## config.mk

```make
export PLATFORM = sky130hd
export DESIGN_NAME = ahb_bus_arbiter
export DESIGN_NICKNAME = d
export VERILOG_FILES = /design/src/rtl/ahb_pkg.sv /design/src/rtl/ahb_rr_picker.sv /design/src/rtl/ahb_bus_arbiter.sv
export SDC_FILE = /design/constraint.sdc
export NUM_CORES = 1
export LEC_CHECK = 0
export CAP_MARGIN = 10
export CORE_MARGIN = 2
export CORE_UTILIZATION = 30
export CTS_CLUSTER_DIAMETER = 50
export DETAILED_ROUTE_END_ITERATION = 10
export PLACE_DENSITY = 0.6
export SLEW_MARGIN = 20
export SYNTH_ARGS = -nofsm -noshare
export SYNTH_HDL_FRONTEND = slang
export SYNTH_SLANG_ARGS = --single-unit
```

## constraint.sdc

```tcl
create_clock -name HCLK -period 6.3 [get_ports HCLK]
set_input_delay 0.945 -clock HCLK [delete_from_list [all_inputs] [get_ports HCLK]]
set_output_delay 0.945 -clock HCLK [all_outputs]
set_load 0.005 [all_outputs]
```

## src/rtl/ahb_pkg.sv

```systemverilog
`default_nettype none
// ----------------------------------------------------------------
// ahb_pkg : AHB transfer/burst/response encodings, arbiter states
// Rev 1.0
// ----------------------------------------------------------------
package ahb_pkg;

  typedef enum logic [1:0] {
    IDLE   = 2'b00,
    BUSY   = 2'b01,
    NONSEQ = 2'b10,
    SEQ    = 2'b11
  } htrans_e;

  typedef enum logic [2:0] {
    SINGLE = 3'd0,
    INCR   = 3'd1,
    WRAP4  = 3'd2,
    INCR4  = 3'd3,
    WRAP8  = 3'd4,
    INCR8  = 3'd5,
    WRAP16 = 3'd6,
    INCR16 = 3'd7
  } hburst_e;

  typedef enum logic [1:0] {
    OKAY  = 2'b00,
    ERROR = 2'b01,
    RETRY = 2'b10,
    SPLIT = 2'b11
  } hresp_e;

  typedef enum logic [1:0] {
    ARB    = 2'd0,
    BURST  = 2'd1,
    LOCKED = 2'd2
  } arb_state_e;

  // Undefined-length INCR counts as a single beat so it can be re-arbitrated every beat.
  function automatic logic [4:0] burst_len(hburst_e b);
    case (b)
      WRAP4, INCR4:   burst_len = 5'd4;
      WRAP8, INCR8:   burst_len = 5'd8;
      WRAP16, INCR16: burst_len = 5'd16;
      default:        burst_len = 5'd1;
    endcase
  endfunction

endpackage
`default_nettype wire

```

## src/rtl/ahb_rr_picker.sv

```systemverilog
`default_nettype none
// ----------------------------------------------------------------
// ahb_rr_picker : combinational round-robin, search starts one past ptr
// Rev 1.0
// ----------------------------------------------------------------
module ahb_rr_picker #(
  parameter int N = 4,
  localparam int MW = $clog2(N)
) (
  input  logic [N-1:0]  req,
  input  logic [MW-1:0] ptr,
  output logic [MW-1:0] winner,
  output logic          any_req
);

  logic [MW:0] idx;

  // Walk from farthest to nearest so the nearest requester is the last write.
  always_comb begin
    winner  = '0;
    idx     = '0;
    any_req = |req;
    for (int i = N; i >= 1; i--) begin
      idx = {1'b0, ptr} + (MW+1)'(i);
      if (idx >= (MW+1)'(N)) idx = idx - (MW+1)'(N);
      if (req[idx[MW-1:0]]) winner = idx[MW-1:0];
    end
  end

endmodule
`default_nettype wire

```

## src/rtl/ahb_bus_arbiter.sv

```systemverilog
`default_nettype none
// ----------------------------------------------------------------
// ahb_bus_arbiter : round-robin AHB arbiter holding bursts and locks
// Rev 1.0
// ----------------------------------------------------------------
module ahb_bus_arbiter
  import ahb_pkg::*;
#(
  parameter int NUM_MASTERS    = 4,
  parameter int DEFAULT_MASTER = 0,
  localparam int MW = $clog2(NUM_MASTERS)
) (
  input  logic                   HCLK,
  input  logic                   HRESETn,
  input  logic [NUM_MASTERS-1:0] HBUSREQ,
  input  logic [NUM_MASTERS-1:0] HLOCK,
  input  logic [1:0]             HTRANS,
  input  logic [2:0]             HBURST,
  input  logic                   HREADY,
  input  logic [1:0]             HRESP,
  output logic [NUM_MASTERS-1:0] HGRANT,
  output logic [MW-1:0]          HMASTER,
  output logic [MW-1:0]          HMASTER_D,
  output logic                   HMASTLOCK
);

  arb_state_e             state, state_nxt;
  logic [3:0]             rem, rem_nxt;
  logic [MW-1:0]          rr_ptr, pick, win_idx;
  logic [NUM_MASTERS-1:0] grant_nxt;
  logic [4:0]             len;
  logic                   any_req, owner_lock, err, burst_start, arb_ok;

  ahb_rr_picker #(.N(NUM_MASTERS)) u_picker (
    .req    (HBUSREQ),
    .ptr    (rr_ptr),
    .winner (pick),
    .any_req(any_req)
  );

  // Lock is taken from the granted master so a lock requester keeps its grant
  // into its first address phase; rr_ptr always equals the grant index.
  always_comb begin
    owner_lock  = HLOCK[rr_ptr];
    err         = (hresp_e'(HRESP) != OKAY);
    len         = burst_len(hburst_e'(HBURST));
    burst_start = (htrans_e'(HTRANS) == NONSEQ) && (len > 5'd1);

    rem_nxt = rem;
    case (htrans_e'(HTRANS))
      NONSEQ:  rem_nxt = 4'(len - 5'd1);
      SEQ:     if (rem != 4'd0) rem_nxt = rem - 4'd1;
      default: ;
    endcase
    if (err) rem_nxt = 4'd0;

    if (err)                    state_nxt = ARB;
    else if (owner_lock)        state_nxt = LOCKED;
    else if (rem_nxt != 4'd0)   state_nxt = BURST;
    else                        state_nxt = ARB;

    // rem_nxt <= 1 hands the grant over during the last beat's address phase.
    arb_ok = err || (!owner_lock &&
             (((state == ARB) && !burst_start) || (rem_nxt <= 4'd1)));

    win_idx            = any_req ? pick : MW'(DEFAULT_MASTER);
    grant_nxt          = '0;
    grant_nxt[win_idx] = 1'b1;
  end

  always_ff @(posedge HCLK or negedge HRESETn) begin
    if (!HRESETn) begin
      state     <= ARB;
      rem       <= 4'd0;
      rr_ptr    <= MW'(DEFAULT_MASTER);
      HGRANT    <= NUM_MASTERS'(1) << DEFAULT_MASTER;
      HMASTER   <= MW'(DEFAULT_MASTER);
      HMASTER_D <= MW'(DEFAULT_MASTER);
      HMASTLOCK <= 1'b0;
    end else if (HREADY) begin
      state     <= state_nxt;
      rem       <= rem_nxt;
      if (arb_ok) begin
        HGRANT <= grant_nxt;
        rr_ptr <= win_idx;
      end
      HMASTER   <= rr_ptr;
      HMASTER_D <= HMASTER;
      HMASTLOCK <= owner_lock;
    end
  end

endmodule
`default_nettype wire

```

=== Word-level counts from Yosys, hierarchy flattened ===
Cells that the tools add are included.

* Word-level logic and storage cells: 83
* Register bits after elaboration: 17
* Output and inout port bits: 9

* Mux-type cells: 28
* Magnitude comparators: 13
* Reduce and logical (&&, ||, !) cells: 17
* Add/subtract/negate cells: 10
* Equality and inequality tests: 8

{| class="wikitable"
|+ Operator list
! kind !! count
|-
| 2-bit two-way mux || 11
|-
| 2-bit by 3-bit less-than comparator with 1-bit output, second input constant || 6
|-
| 5-bit one-hot mux with 3 select lines || 1
|-
| 3-bit == test, second input constant || 4
|-
| 3-bit greater-or-equal comparator, second input constant || 4
|-
| 1-bit binary-select mux with 2-bit select || 5
|-
| 4-bit two-way mux || 2
|-
| 4-bit one-hot mux with 2 select lines || 1
|-
| 4-bit nonzero test || 2
|-
| 2-bit by 1-bit subtractor with 2-bit output, second input constant || 4
|-
| 4-bit by 1-bit subtractor with 4-bit output, second input constant || 2
|-
| 1-bit two-way mux || 7
|-
| 2-bit by 2-bit adder with 3-bit output, second input constant || 2
|-
| 3-bit by 2-bit == test with 1-bit output, second input constant || 2
|-
| 2-bit OR reduction || 3
|-
| 5-bit by 1-bit > comparator with 1-bit output, second input constant || 1
|-
| 2-bit == test, second input constant || 2
|-
| 4-bit by 1-bit less-or-equal comparator with 1-bit output, second input constant || 1
|-
| 1-bit logical AND || 4
|-
| 4-bit OR reduction || 1
|-
| 2-bit by 1-bit adder with 3-bit output, second input constant || 1
|-
| 2-bit by 3-bit adder with 3-bit output, second input constant || 1
|-
| 1-bit demux with 2-bit select || 1
|-
| 2-bit by 1-bit greater-or-equal comparator with 1-bit output, second input constant || 1
|-
| other kinds (5) || 7
|}

=== Depth between registers and ports, before layout ===
Gate-level depths: netlist of the first run.

* Depth in word-level cells: 14
* Gate-level depth with buffers: 7
* Mapped depth without buffers: 7

=== Hierarchy ===
Synthesis of the first run repeated with hierarchy kept, for this count alone.

* Cell total of the unflattened synthesis: 104
* Area total of the unflattened synthesis: 1039.7 sq um

{| class="wikitable"
|+ Modules (own cells, without submodules)
! module !! cells each !! sequential area each (sq um) !! times used !! area an instance (sq um)
|-
| ahb_bus_arbiter || 90 || 426.7 || 1 || 948.4
|-
| ahb_rr_picker || 14 || 0.0 || 1 || 91.3
|}

=== Least setup slack after synthesis of the first run ===
OpenSTA, ideal clock, no wires.

* Kind: input port to flip-flop
* Start: input port HLOCK[3]
* End: register HGRANT[1]
* Cell stages on the path: 5
* Arrival: 2.298 ns
* Setup time: 0.125 ns
* Setup slack: 3.877 ns
* Required time: 6.175 ns
* Path through: mux4_2 -> inv_1 -> nand2_2 -> o31ai_4 -> mux2_2

* Word-level cells in the longest chain between the ends: 6

{| class="wikitable"
|+ RTL lines
! what !! line !! text
|-
| start: declaration || ahb_bus_arbiter.sv:16 || <nowiki>input logic [NUM_MASTERS-1:0] HLOCK,</nowiki>
|-
| 1-bit binary-select mux with 2-bit select || ahb_bus_arbiter.sv:44 || <nowiki>owner_lock = HLOCK[rr_ptr];</nowiki>
|-
| 1-bit two-way mux (implied by the code) || ahb_bus_arbiter.sv:44 ||
|-
| 1-bit logical NOT || ahb_bus_arbiter.sv:63 || <nowiki>arb_ok = err || (!owner_lock &&</nowiki>
|-
| 1-bit logical AND || ahb_bus_arbiter.sv:63 ||
|-
| 1-bit logical OR || ahb_bus_arbiter.sv:63 ||
|-
| 2-bit AND reduction (no source line) || -- ||
|-
| end signal: assignment || ahb_bus_arbiter.sv:76 || <nowiki>HGRANT <= NUM_MASTERS'(1) << DEFAULT_MASTER;</nowiki>
|-
| end signal: assignment || ahb_bus_arbiter.sv:84 || <nowiki>HGRANT <= grant_nxt;</nowiki>
|-
| end: declaration || ahb_bus_arbiter.sv:21 || <nowiki>output logic [NUM_MASTERS-1:0] HGRANT,</nowiki>
|}

Every way passes these cells. The select of a mux whose other input is x is not followed.
A chain may end at the register's enable or synchronous reset.

=== Worst setup path after layout of the first run ===
* Start: input port HTRANS[1]
* End: register HGRANT[3]

* Word-level cells in the longest chain between the ends: 8

{| class="wikitable"
|+ RTL lines
! what !! line !! text
|-
| start: declaration || ahb_bus_arbiter.sv:17 || <nowiki>input logic [1:0] HTRANS,</nowiki>
|-
| 2-bit == test (on tied branches) || ahb_bus_arbiter.sv:50, ahb_bus_arbiter.sv:47 ||
|-
| 4-bit one-hot mux with 2 select lines / 1-bit logical AND (equally long branches) || ahb_bus_arbiter.sv:50, ahb_bus_arbiter.sv:47 ||
|-
| 4-bit two-way mux / 1-bit logical NOT (equally long branches) || ahb_bus_arbiter.sv:55, ahb_bus_arbiter.sv:64 ||
|-
| 4-bit by 1-bit less-or-equal comparator with 1-bit output / 1-bit logical AND (equally long branches) || ahb_bus_arbiter.sv:64 || <nowiki>(((state == ARB) && !burst_start) || (rem_nxt <= 4'd1)));</nowiki>
|-
| 1-bit logical OR (*) || ahb_bus_arbiter.sv:64 ||
|-
| 1-bit logical AND (*) || ahb_bus_arbiter.sv:63 ||
|-
| 1-bit logical OR (*) || ahb_bus_arbiter.sv:63 ||
|-
| 2-bit AND reduction (no source line) (*) || -- ||
|}

Every way passes the cells marked *; elsewhere a longest branch is shown, timed or not.

==> results.json, run 1 <==
{
  "status": "finished, final reports clean",
  "drc": 0,
  "grt_setup_unrepaired": "false",
  "wl_per_cell_um": 12.4,
  "power_density_nw_per_um2": 312,
  "power.leakage_nw": 0.526,
  "path_class": "in2reg",
  "yosysSeqAreaShare_pct": 41.5,
  "skew_ns": 0.00340,
  "final_nets": 145,
  "clockBufferDepth": 2,
  "layout_common_cells": "clkdlybuf4s50_1, dfrtp_1, inv_1, mux2_2, a21oi_1",
  "dp.cells": 167,
  "cts_resized": 0,
  "drt_iter0_drc": 27,
  "ys_async_sr_fraction_pct": 100,
  "min_path_type": "reg2reg",
  "synth.yosys.warnings": 0,
  "multi_input_area_um2": 544,
  "yosys_register_bits": 17,
  "synth_fp_nets": 119,
  "antenna_found_initial": 0,
  "cp_max_fo": 13,
  "core_um2": 3310,
  "numCtsBuffers": 3,
  "fmax_mhz": 358,
  "die_w_um": 62.5,
  "cts_root_buf": "clkbuf_4",
  "cts_setup_buffers": 0,
  "instances_no_fill": 171,
  "vias_per_cell": 4.89,
  "setup_viol": 0,
  "fp-row-count": 21,
  "critical_path_arrival_ns": 2.98,
  "die_area_um2": 3910,
  "ios": 27,
  "dr.pass1.iters": 4,
  "maxCapViolations": 0,
  "clkLatencyLatePin_ns": 0.29,
  "grt_pass1_vias": 893,
  "fin_hold_ws_ns": 0.519,
  "start_util_pct": 31.0,
  "avgSynthCellArea_um2": 10.3,
  "tightest_slew_ns": 0.721,
  "slew_headroom_pct": 51.8,
  "cts_tree": "built",
  "worst-endpoint-required_ns": 6.48,
  "die_h_um": 62.5,
  "syn_to_final_growth_pct": 30.8,
  "antenna_cells": 0,
  "grt-ovfl-total": 0,
  "ctsHoldBuffers": 0,
  "htreeDepth": 1,
  "grt_pass1_wl_um": 3810,
  "layout-drive-gt1-share_pct": 16.8,
  "clkTransAtPathRegs_ns": 0.09,
  "syn-instance-count": 100,
  "ys_types": 38,
  "post-dp-hpwl_um": 1670,
  "gp_congestion": 0.779,
  "period_minus_slack_ns": 2.80,
  "grt_max_degree": 18,
  "end_kind": "flip-flop",
  "ys.flop_type": "dfrtp_1",
  "netlist_area_um2": 1030,
  "numClockSinks": 17,
  "drv_slew": 0,
  "layout_commonest_cell": "clkdlybuf4s50_1",
  "start_kind": "input pin",
  "finalHoldViolations": 0,
  "grt_usage_pct": 11.9,
  "synth-edff-count": 0,
  "layout.area.seq_um2": 427,
  "vias": 837,
  "tns_ns": 0,
  "portBuffers": 25,
  "ant_nets": 0,
  "fillers": 362,
  "finalWirelength_um": 2120,
  "ir_drop_mv": 0.193,
  "min_period_over_period_pct": 44.4
}
-- path summary, 6_finish.rpt --
kind | slack (ns) | startpoint | end | cells after the start
max in group asynchronous | 4.77 | HRESETn | state[0] | 1
min in group asynchronous | 1.08 | HRESETn | HGRANT[3] | 1
setup reg to reg | 4.05 | rem[0] | HGRANT[3] | 7
hold reg to reg | 0.52 | HMASTLOCK | HMASTLOCK | 1
setup / recovery | 3.50 | HTRANS[1] | HGRANT[3] | 6
hold / removal | 0.52 | HMASTLOCK | HMASTLOCK | 1
-- cell type report --
cell class              instances  area share [%]
clock buffers                   3            1.68
clock inverters                 1           0.372
inverters                      10            2.79
multi-input cells              69            40.5
flip-flops and latches         17            31.8
well taps                      46            4.28
repair buffers                 25            18.6
-- per-layer routing --
layer	track usage, %	share of wire, %	up-vias
met1	14.8	46	400
li1	-	-	415
met2	19.9	47	20
met4	4.17	1.2	0
met3	3.06	5.2	2
met5	0	0	-
-- power by group --
| part | switching, W | internal (W) | total, W | leakage, nW |
|---|---|---|---|---|
| combinational | 0.0000681 | 0.000114 | 0.000183 | 0.296 |
| sequential | 0.0000327 | 0.000147 | 0.000180 | 0.213 |
| clock | 0.0000329 | 0.0000236 | 0.0000565 | 0.0177 |
| total | 0.000134 | 0.000285 | 0.000419 | 0.526 |
-- stage by stage --
step / total power (W) / worst slack (ns) / instance area (um2) / util [%]
after floorplan: 0.000280 / 3.88 / 1030 / -
after global placement: 0.000362 / 3.21 / 1320 / 39.8
after detailed placement: 0.000366 / 3.18 / 1320 / 39.8
after CTS: 0.000425 / 3.48 / 1340 / 40.6
after global routing: 0.000452 / 3.42 / 1340 / 40.6
final: 0.000419 / 3.50 / 1340 / 40.6
-- cells in the mapped netlist (2+ instances only) --
library cell / n / area, um2
or2_2: 2 / 12.5
mux2i_1: 3 / 30.0
buf_2: 3 / 15.0
nor2b_1: 4 / 25.0
o21ai_0: 4 / 20.0
nor3b_1: 2 / 15.0
dfrtp_1: 16 / 400
o22ai_1: 3 / 18.8
o32ai_1: 2 / 17.5
a21oi_1: 6 / 30.0
nand2_1: 5 / 18.8
nand2b_1: 3 / 18.8
nand4b_1: 2 / 17.5
nor2_1: 3 / 11.3
mux2_2: 10 / 113
inv_1: 10 / 37.5
-- critical path, stage by stage --
cell and delay (ns):
clkdlybuf4s50_1 0.70, nand3_1 0.13, o221ai_1 0.25, o32ai_1 0.18
o31ai_4 0.38, mux2_2 0.39
-- logic make-up (layout without fill, tap and decap cells) --
kind of cell,after synthesis,after routing,synth area share [%]
flops,17,17,41.5
mux,14,14,16.1
simple gates,29,29,16.9
compound gates,25,25,18.8
buf+inv,14,39,5.48
fa+ha+maj,1,1,1.22
-- sequential cells by signal, indices dropped and copies added (netlist names) --
| signal | flops |
|---|---|
| rr_ptr | 2 |
| rem | 4 |
| HGRANT | 4 |
| HMASTLOCK | 1 |
| HMASTER_D | 2 |
| HMASTER | 2 |
| state | 2 |
Power figures use the tool's default switching activity.
==> run 2: changes to the inputs <==
--- a/config.mk
+++ b/config.mk
@@ -10,7 +10,7 @@
 export CORE_UTILIZATION = 30
 export CTS_CLUSTER_DIAMETER = 50
 export DETAILED_ROUTE_END_ITERATION = 10
-export PLACE_DENSITY = 0.6
+export PLACE_DENSITY = 0.62
 export SLEW_MARGIN = 20
 export SYNTH_ARGS = -nofsm -noshare
 export SYNTH_HDL_FRONTEND = slang
==> constraint.sdc (replaced) <==
create_clock -name HCLK -period 2.26 [get_ports HCLK]
set_input_delay 0.339 -clock HCLK [delete_from_list [all_inputs] [get_ports HCLK]]
set_output_delay 0.339 -clock HCLK [all_outputs]
set_load 0.005 [all_outputs]
==> results.json, run 2 (synthesized netlist as in run 1, its figures left out) <==
{
  "r2r_start": "rem[1]",
  "cp_max_fo": 10,
  "slew_headroom_pct": 49.8,
  "power_w": 0.00120,
  "cts_tree": "built",
  "grt_usage_pct": 12.0,
  "finalHoldViolations": 0,
  "wl_per_cell_um": 12.4,
  "grt-ovfl-total": 0,
  "drc": 0,
  "numClockSinks": 17,
  "drt_iter0_drc": 34,
  "route.met2.wl_um": 1130,
  "start_util_pct": 31.0,
  "cts_setup_buffers": 0,
  "seq_power_share_pct": 41.5,
  "clockBufferDepth": 2,
  "tightest_slew_ns": 0.750,
  "min_period_over_period_pct": 95.5,
  "top_regs": "HGRANT: 4 flops, rem: 4 flops",
  "clkLatencyLatePin_ns": 0.28,
  "ios": 27,
  "core_um2": 3310,
  "post-dp-hpwl_um": 1730,
  "path_class": "in2reg",
  "p_sw_w": 0.000376,
  "worst-endpoint-required_ns": 2.44,
  "final_nets": 156,
  "skew_ns": 0.00517,
  "ctsHoldBuffers": 0,
  "dr.pass1.iters": 4,
  "portBuffers": 25,
  "met1_length_um": 1030,
  "antenna_cells": 0,
  "layout-drive-gt1-share_pct": 25.7,
  "cts_resized": 0,
  "critical_path_arrival_ns": 2.34,
  "ir_drop_mv": 0.496,
  "status": "finished, final reports clean",
  "die_w_um": 62.5,
  "ant_nets": 0,
  "grt_pass1_vias": 911,
  "pwr-share-clk_pct": 12.9,
  "r2r-end": "HGRANT[3]",
  "start_kind": "input pin",
  "p_comb_share_pct": 45.6,
  "clkTransAtPathRegs_ns": 0.10,
  "min_path_type": "in2async",
  "die_h_um": 62.5,
  "top_layer_used": "met4",
  "die_area_um2": 3910,
  "vias_per_cell": 4.85,
  "cts_root_buf": "clkbuf_4",
  "gp_congestion": 0.811,
  "finalWirelength_um": 2260,
  "internal_power_w": 0.000828,
  "switching_share_pct": 31.2,
  "vias": 882,
  "rr_worst_depth": 7,
  "power.leakage_nw": 0.582,
  "layout_commonest_cell": "clkdlybuf4s50_1",
  "end_kind": "flip-flop",
  "fin_hold_ws_ns": 0.488,
  "power_density_nw_per_um2": 834,
  "htreeDepth": 1,
  "grt_pass1_wl_um": 3910,
  "setup_viol": 0,
  "drv_slew": 0,
  "period_minus_slack_ns": 2.16,
  "syn_to_final_growth_pct": 40.6,
  "layout_common_cells": "clkdlybuf4s50_1, dfrtp_1, buf_4, inv_1, mux2_2",
  "antenna_found_initial": 0,
  "reg2reg_slack_ns": 0.10,
  "fmax_mhz": 463,
  "fp-row-count": 21,
  "fillers": 351,
  "grt_max_degree": 18,
  "maxCapViolations": 0,
  "wl_met3_um": 94,
  "numCtsBuffers": 3
}
[run 2: cell count changes in the layout (fill, tap and decap cells not counted)]
| cell | change |
|---|---|
| a21oi_1 | -1 |
| a21oi_2 | +1 |
| buf_4 | +11 |
| o221ai_1 | -1 |
| o221ai_2 | +1 |
| o32ai_1 | -1 |
| o32ai_2 | +1 |
[run 2: power groups by stage]
| stage | Combinational [W] | Sequential (W) | Clock, W |
|---|---|---|---|
| global placement | 0.000540 | 0.000499 | 0 |
| floorplan | 0.000301 | 0.000480 | 0 |
| CTS | 0.000550 | 0.000501 | 0.000168 |
| detailed placement | 0.000547 | 0.000507 | 0 |
| global route | 0.000598 | 0.000519 | 0.000185 |
| finish | 0.000549 | 0.000499 | 0.000156 |
[run 2: per-stage QoR]
stage,cells,cell area [um2],setup slack [ns],TNS (ns),util (%)
2_1_floorplan,100,1030,0.259,0,-
5_1_grt,182,1440,-0.0599,-0.225,43.6
4_1_cts,182,1430,0.119,0,43.1
3_5_place_dp,178,1400,-0.134,-0.631,42.3
3_3_place_gp,178,1400,-0.109,-0.467,42.3
6_report,182,1440,0.102,0,43.6
[run 2: how the worst max path moves through the flow]
| stage | slack [ns] | start | to |
|---|---|---|---|
| 3_3_place_gp | -0.11 | HTRANS[0] | HGRANT[1] |
| 4_1_cts | 0.12 | rem[1] | HGRANT[3] |
| 3_5_place_dp | -0.13 | HTRANS[1] | HGRANT[3] |
| 5_1_grt | -0.06 | rem[1] | HGRANT[3] |
| 2_1_floorplan | 0.26 | rem[0] | HGRANT[1] |
| 6_report | 0.10 | HTRANS[1] | HGRANT[3] |
[run 2: per-layer routing]
layer	vias to the layer above	global-route usage (%)
met1	422	14.8
met5	-	0
met2	17	20.8
met4	0	4.17
met3	2	2.34
li1	441	-
[run 2: worst max-delay path: stages]
cell and delay (ns):
clkdlybuf4s50_1 0.66, nor3b_1 0.36, o32ai_2 0.19, o31ai_4 0.39, mux2_2 0.38
[run 2: final cells by class]
cell class | count | area [um2] | share of cell area [%]
multi-input cells | 69 | 562 | 38.9
clock inverters | 1 | 5.00 | 0.347
clock buffers | 3 | 22.5 | 1.56
inverters | 10 | 37.5 | 2.60
flip-flops and latches | 17 | 427 | 29.5
repair buffers | 36 | 333 | 23.1
well taps | 46 | 57.6 | 3.99
==> run 3: changes to the inputs <==
--- a/config.mk
+++ b/config.mk
@@ -10,8 +10,10 @@
 export CORE_UTILIZATION = 30
 export CTS_CLUSTER_DIAMETER = 50
 export DETAILED_ROUTE_END_ITERATION = 10
+export GPL_ROUTABILITY_DRIVEN = 0
 export PLACE_DENSITY = 0.62
 export SLEW_MARGIN = 20
 export SYNTH_ARGS = -nofsm -noshare
 export SYNTH_HDL_FRONTEND = slang
+export SYNTH_HIERARCHICAL = 1
 export SYNTH_SLANG_ARGS = --single-unit
==> results.json, run 3 <==
{
  "start_util_pct": 31.2,
  "crit_family": "compound AO/OA/AOI/OAI gates",
  "numCtsBuffers": 3,
  "worst-endpoint-required_ns": 2.43,
  "skew_ns": 0.0110,
  "drt_iter0_drc": 54,
  "portBuffers": 25,
  "ir_drop_mv": 0.362,
  "period_minus_slack_ns": 2.16,
  "yosys_register_bits": 17,
  "cp_max_fo": 3,
  "layout-drive-gt1-share_pct": 32.2,
  "yosys-top-cells-count": "dfrtp_1, inv_1, a21oi_1, mux2_2, nor2_1",
  "cts_tree": "built",
  "synth.yosys.warnings": 6,
  "power.leakage_nw": 0.670,
  "wl_per_cell_um": 12.7,
  "syn-instance-count": 104,
  "clkTransAtPathRegs_ns": 0.10,
  "yosysSeqAreaShare_pct": 41.0,
  "critical_path_arrival_ns": 2.33,
  "layout_commonest_cell": "clkdlybuf4s50_1",
  "finalHoldViolations": 0,
  "ys_types": 39,
  "setup_viol": 0,
  "finalWirelength_um": 2510,
  "ctsHoldBuffers": 0,
  "synth_fp_nets": 123,
  "status": "finished, final reports clean",
  "ant_nets": 0,
  "min_period_over_period_pct": 95.7,
  "antenna_cells": 0,
  "maxCapViolations": 0,
  "ys.flop_type": "dfrtp_1",
  "min_path_type": "in2async",
  "fillers": 328,
  "synth-edff-count": 0,
  "core_um2": 3340,
  "die_h_um": 62.9,
  "grt_pass1_vias": 982,
  "fin_hold_ws_ns": 0.486,
  "htreeDepth": 1,
  "drv_slew": 0,
  "clkLatencyLatePin_ns": 0.28,
  "synth_top_cell_by_area": "dfrtp_1",
  "syn_to_final_growth_pct": 50.2,
  "vias": 962,
  "ios": 27,
  "crit_buf_inv": 1,
  "fp-row-count": 21,
  "grt_max_degree": 18,
  "avgSynthCellArea_um2": 10.0,
  "vias_per_cell": 4.86,
  "crit_chain": "buf_4, nor3_2, nand4_1, a311oi_2, nor3b_4, o41ai_4, mux2_2",
  "power_density_nw_per_um2": 792,
  "slew_headroom_pct": 49.6,
  "synth_top_area_share_pct": 38.5,
  "post-dp-hpwl_um": 1880,
  "drc": 0,
  "path_class": "reg2reg",
  "fmax_mhz": 462,
  "clockBufferDepth": 2,
  "dr.pass1.iters": 4,
  "die_area_um2": 3950,
  "die_w_um": 62.9,
  "start_kind": "flip-flop",
  "grt_pass1_wl_um": 4340,
  "cpMaxStageDelayCell": "dfrtp_1",
  "ys_async_sr_fraction_pct": 100,
  "numClockSinks": 17,
  "yosysMostFrequentCell": "dfrtp_1",
  "final_nets": 172,
  "top_regs": "HGRANT: 4 flops, rem: 4 flops",
  "layout_common_cells": "clkdlybuf4s50_1, buf_4, dfrtp_1",
  "cts_root_buf": "clkbuf_4",
  "fin_area_um2": 1560,
  "place_area_um2": 1490,
  "netlist_area_um2": 1040,
  "synth.area.top_cells": "dfrtp_1, mux2_2, a21oi_1",
  "tightest_slew_ns": 0.754,
  "grt-ovfl-total": 0,
  "grt_usage_pct": 13.4,
  "end_kind": "flip-flop",
  "antenna_found_initial": 0,
  "critPathMaxStageDelay_ns": 0.40
}
==> run 3: stage by stage <==
| stage | power [W] | TNS, ns | setup WS [ns] | util [%] | cells |
|---|---|---|---|---|---|
| 2_1_floorplan | 0.000765 | 0 | 0.0919 | - | 104 |
| 3_3_place_gp | 0.00106 | -0.898 | -0.194 | 44.5 | 192 |
| 3_5_place_dp | 0.00107 | -1.05 | -0.219 | 44.5 | 192 |
| 4_1_cts | 0.00123 | 0 | 0.00557 | 45.4 | 196 |
| 5_1_grt | 0.00134 | -0.0630 | -0.0277 | 46.8 | 198 |
| 6_report | 0.00124 | 0 | 0.0965 | 46.8 | 198 |
==> run 3: cell families (layout without fill, tap and decap cells) <==
family                     Yosys count  count (layout)  share of synthesized area, %
AOI/OAI and AO/OA                   28              28                          21.5
buffers and inverters               13              61                          4.81
DFF                                 17              17                          41.0
adders and majority gates            1               1                          1.20
muxes                               12              12                          13.7
and+or+nand+nor                     33              33                          17.7
==> run 3: worst paths after layout <==
path	startpoint	endpoint	slack [ns]	cells past startpoint
setup / recovery	rem[0]	HGRANT[1]	0.1	7
hold / removal	HRESETn	state[1]	0.49	1
setup reg to reg	rem[0]	HGRANT[1]	0.1	7
hold reg to reg	HMASTER_D[1]	HMASTER_D[1]	0.51	1
max in group asynchronous	HRESETn	HGRANT[3]	1.29	1
min in group HCLK	HMASTER_D[1]	HMASTER_D[1]	0.51	1
==> run 3: final cells by class <==
| type | count | area (um2) | share of cell area [%] |
|---|---|---|---|
| Multi-Input combinational cell | 74 | 598 | 38.3 |
| Sequential cell | 17 | 427 | 27.3 |
| Timing Repair Buffer | 47 | 415 | 26.6 |
| Tap cell | 46 | 57.6 | 3.69 |
| Inverter | 10 | 37.5 | 2.40 |
| Clock buffer | 4 | 26.3 | 1.68 |
==> run 3: what timing repair did <==
item / 4_1_cts / 5_1_grt
setup buffers: 0 / 2
setup endpoints to repair: 5 / 6
gates resized for setup: 1 / 7
pin swaps: 0 / 4
hold endpoints to repair: 0 / 0
==> run 3: per-layer routing <==
layer,global-route usage (%),share of wire (%),vias to the layer above
met2,24.2,53,17
li1,-,-,479
met3,2.16,3.3,2
met5,0,0,-
met4,3.33,0.48,0
met1,16.4,43,464
==> run 3: worst register-to-register path, stage by stage (launching register included) <==
cell and delay (ns):
dfrtp_1 0.40, buf_4 0.15, nor3_2 0.20, nand4_1 0.13, a311oi_2 0.37, nor3b_4 0.09, o41ai_4 0.32, mux2_2 0.38
==> run 3: power by group <==
| group | internal [W] | leakage (nW) | switching, W | total, W |
|---|---|---|---|---|
| registers | 0.000412 | 0.214 | 0.0000906 | 0.000502 |
| logic | 0.000373 | 0.442 | 0.000202 | 0.000575 |
| clock network | 0.0000684 | 0.0150 | 0.0000904 | 0.000159 |
| total | 0.000853 | 0.670 | 0.000383 | 0.00124 |
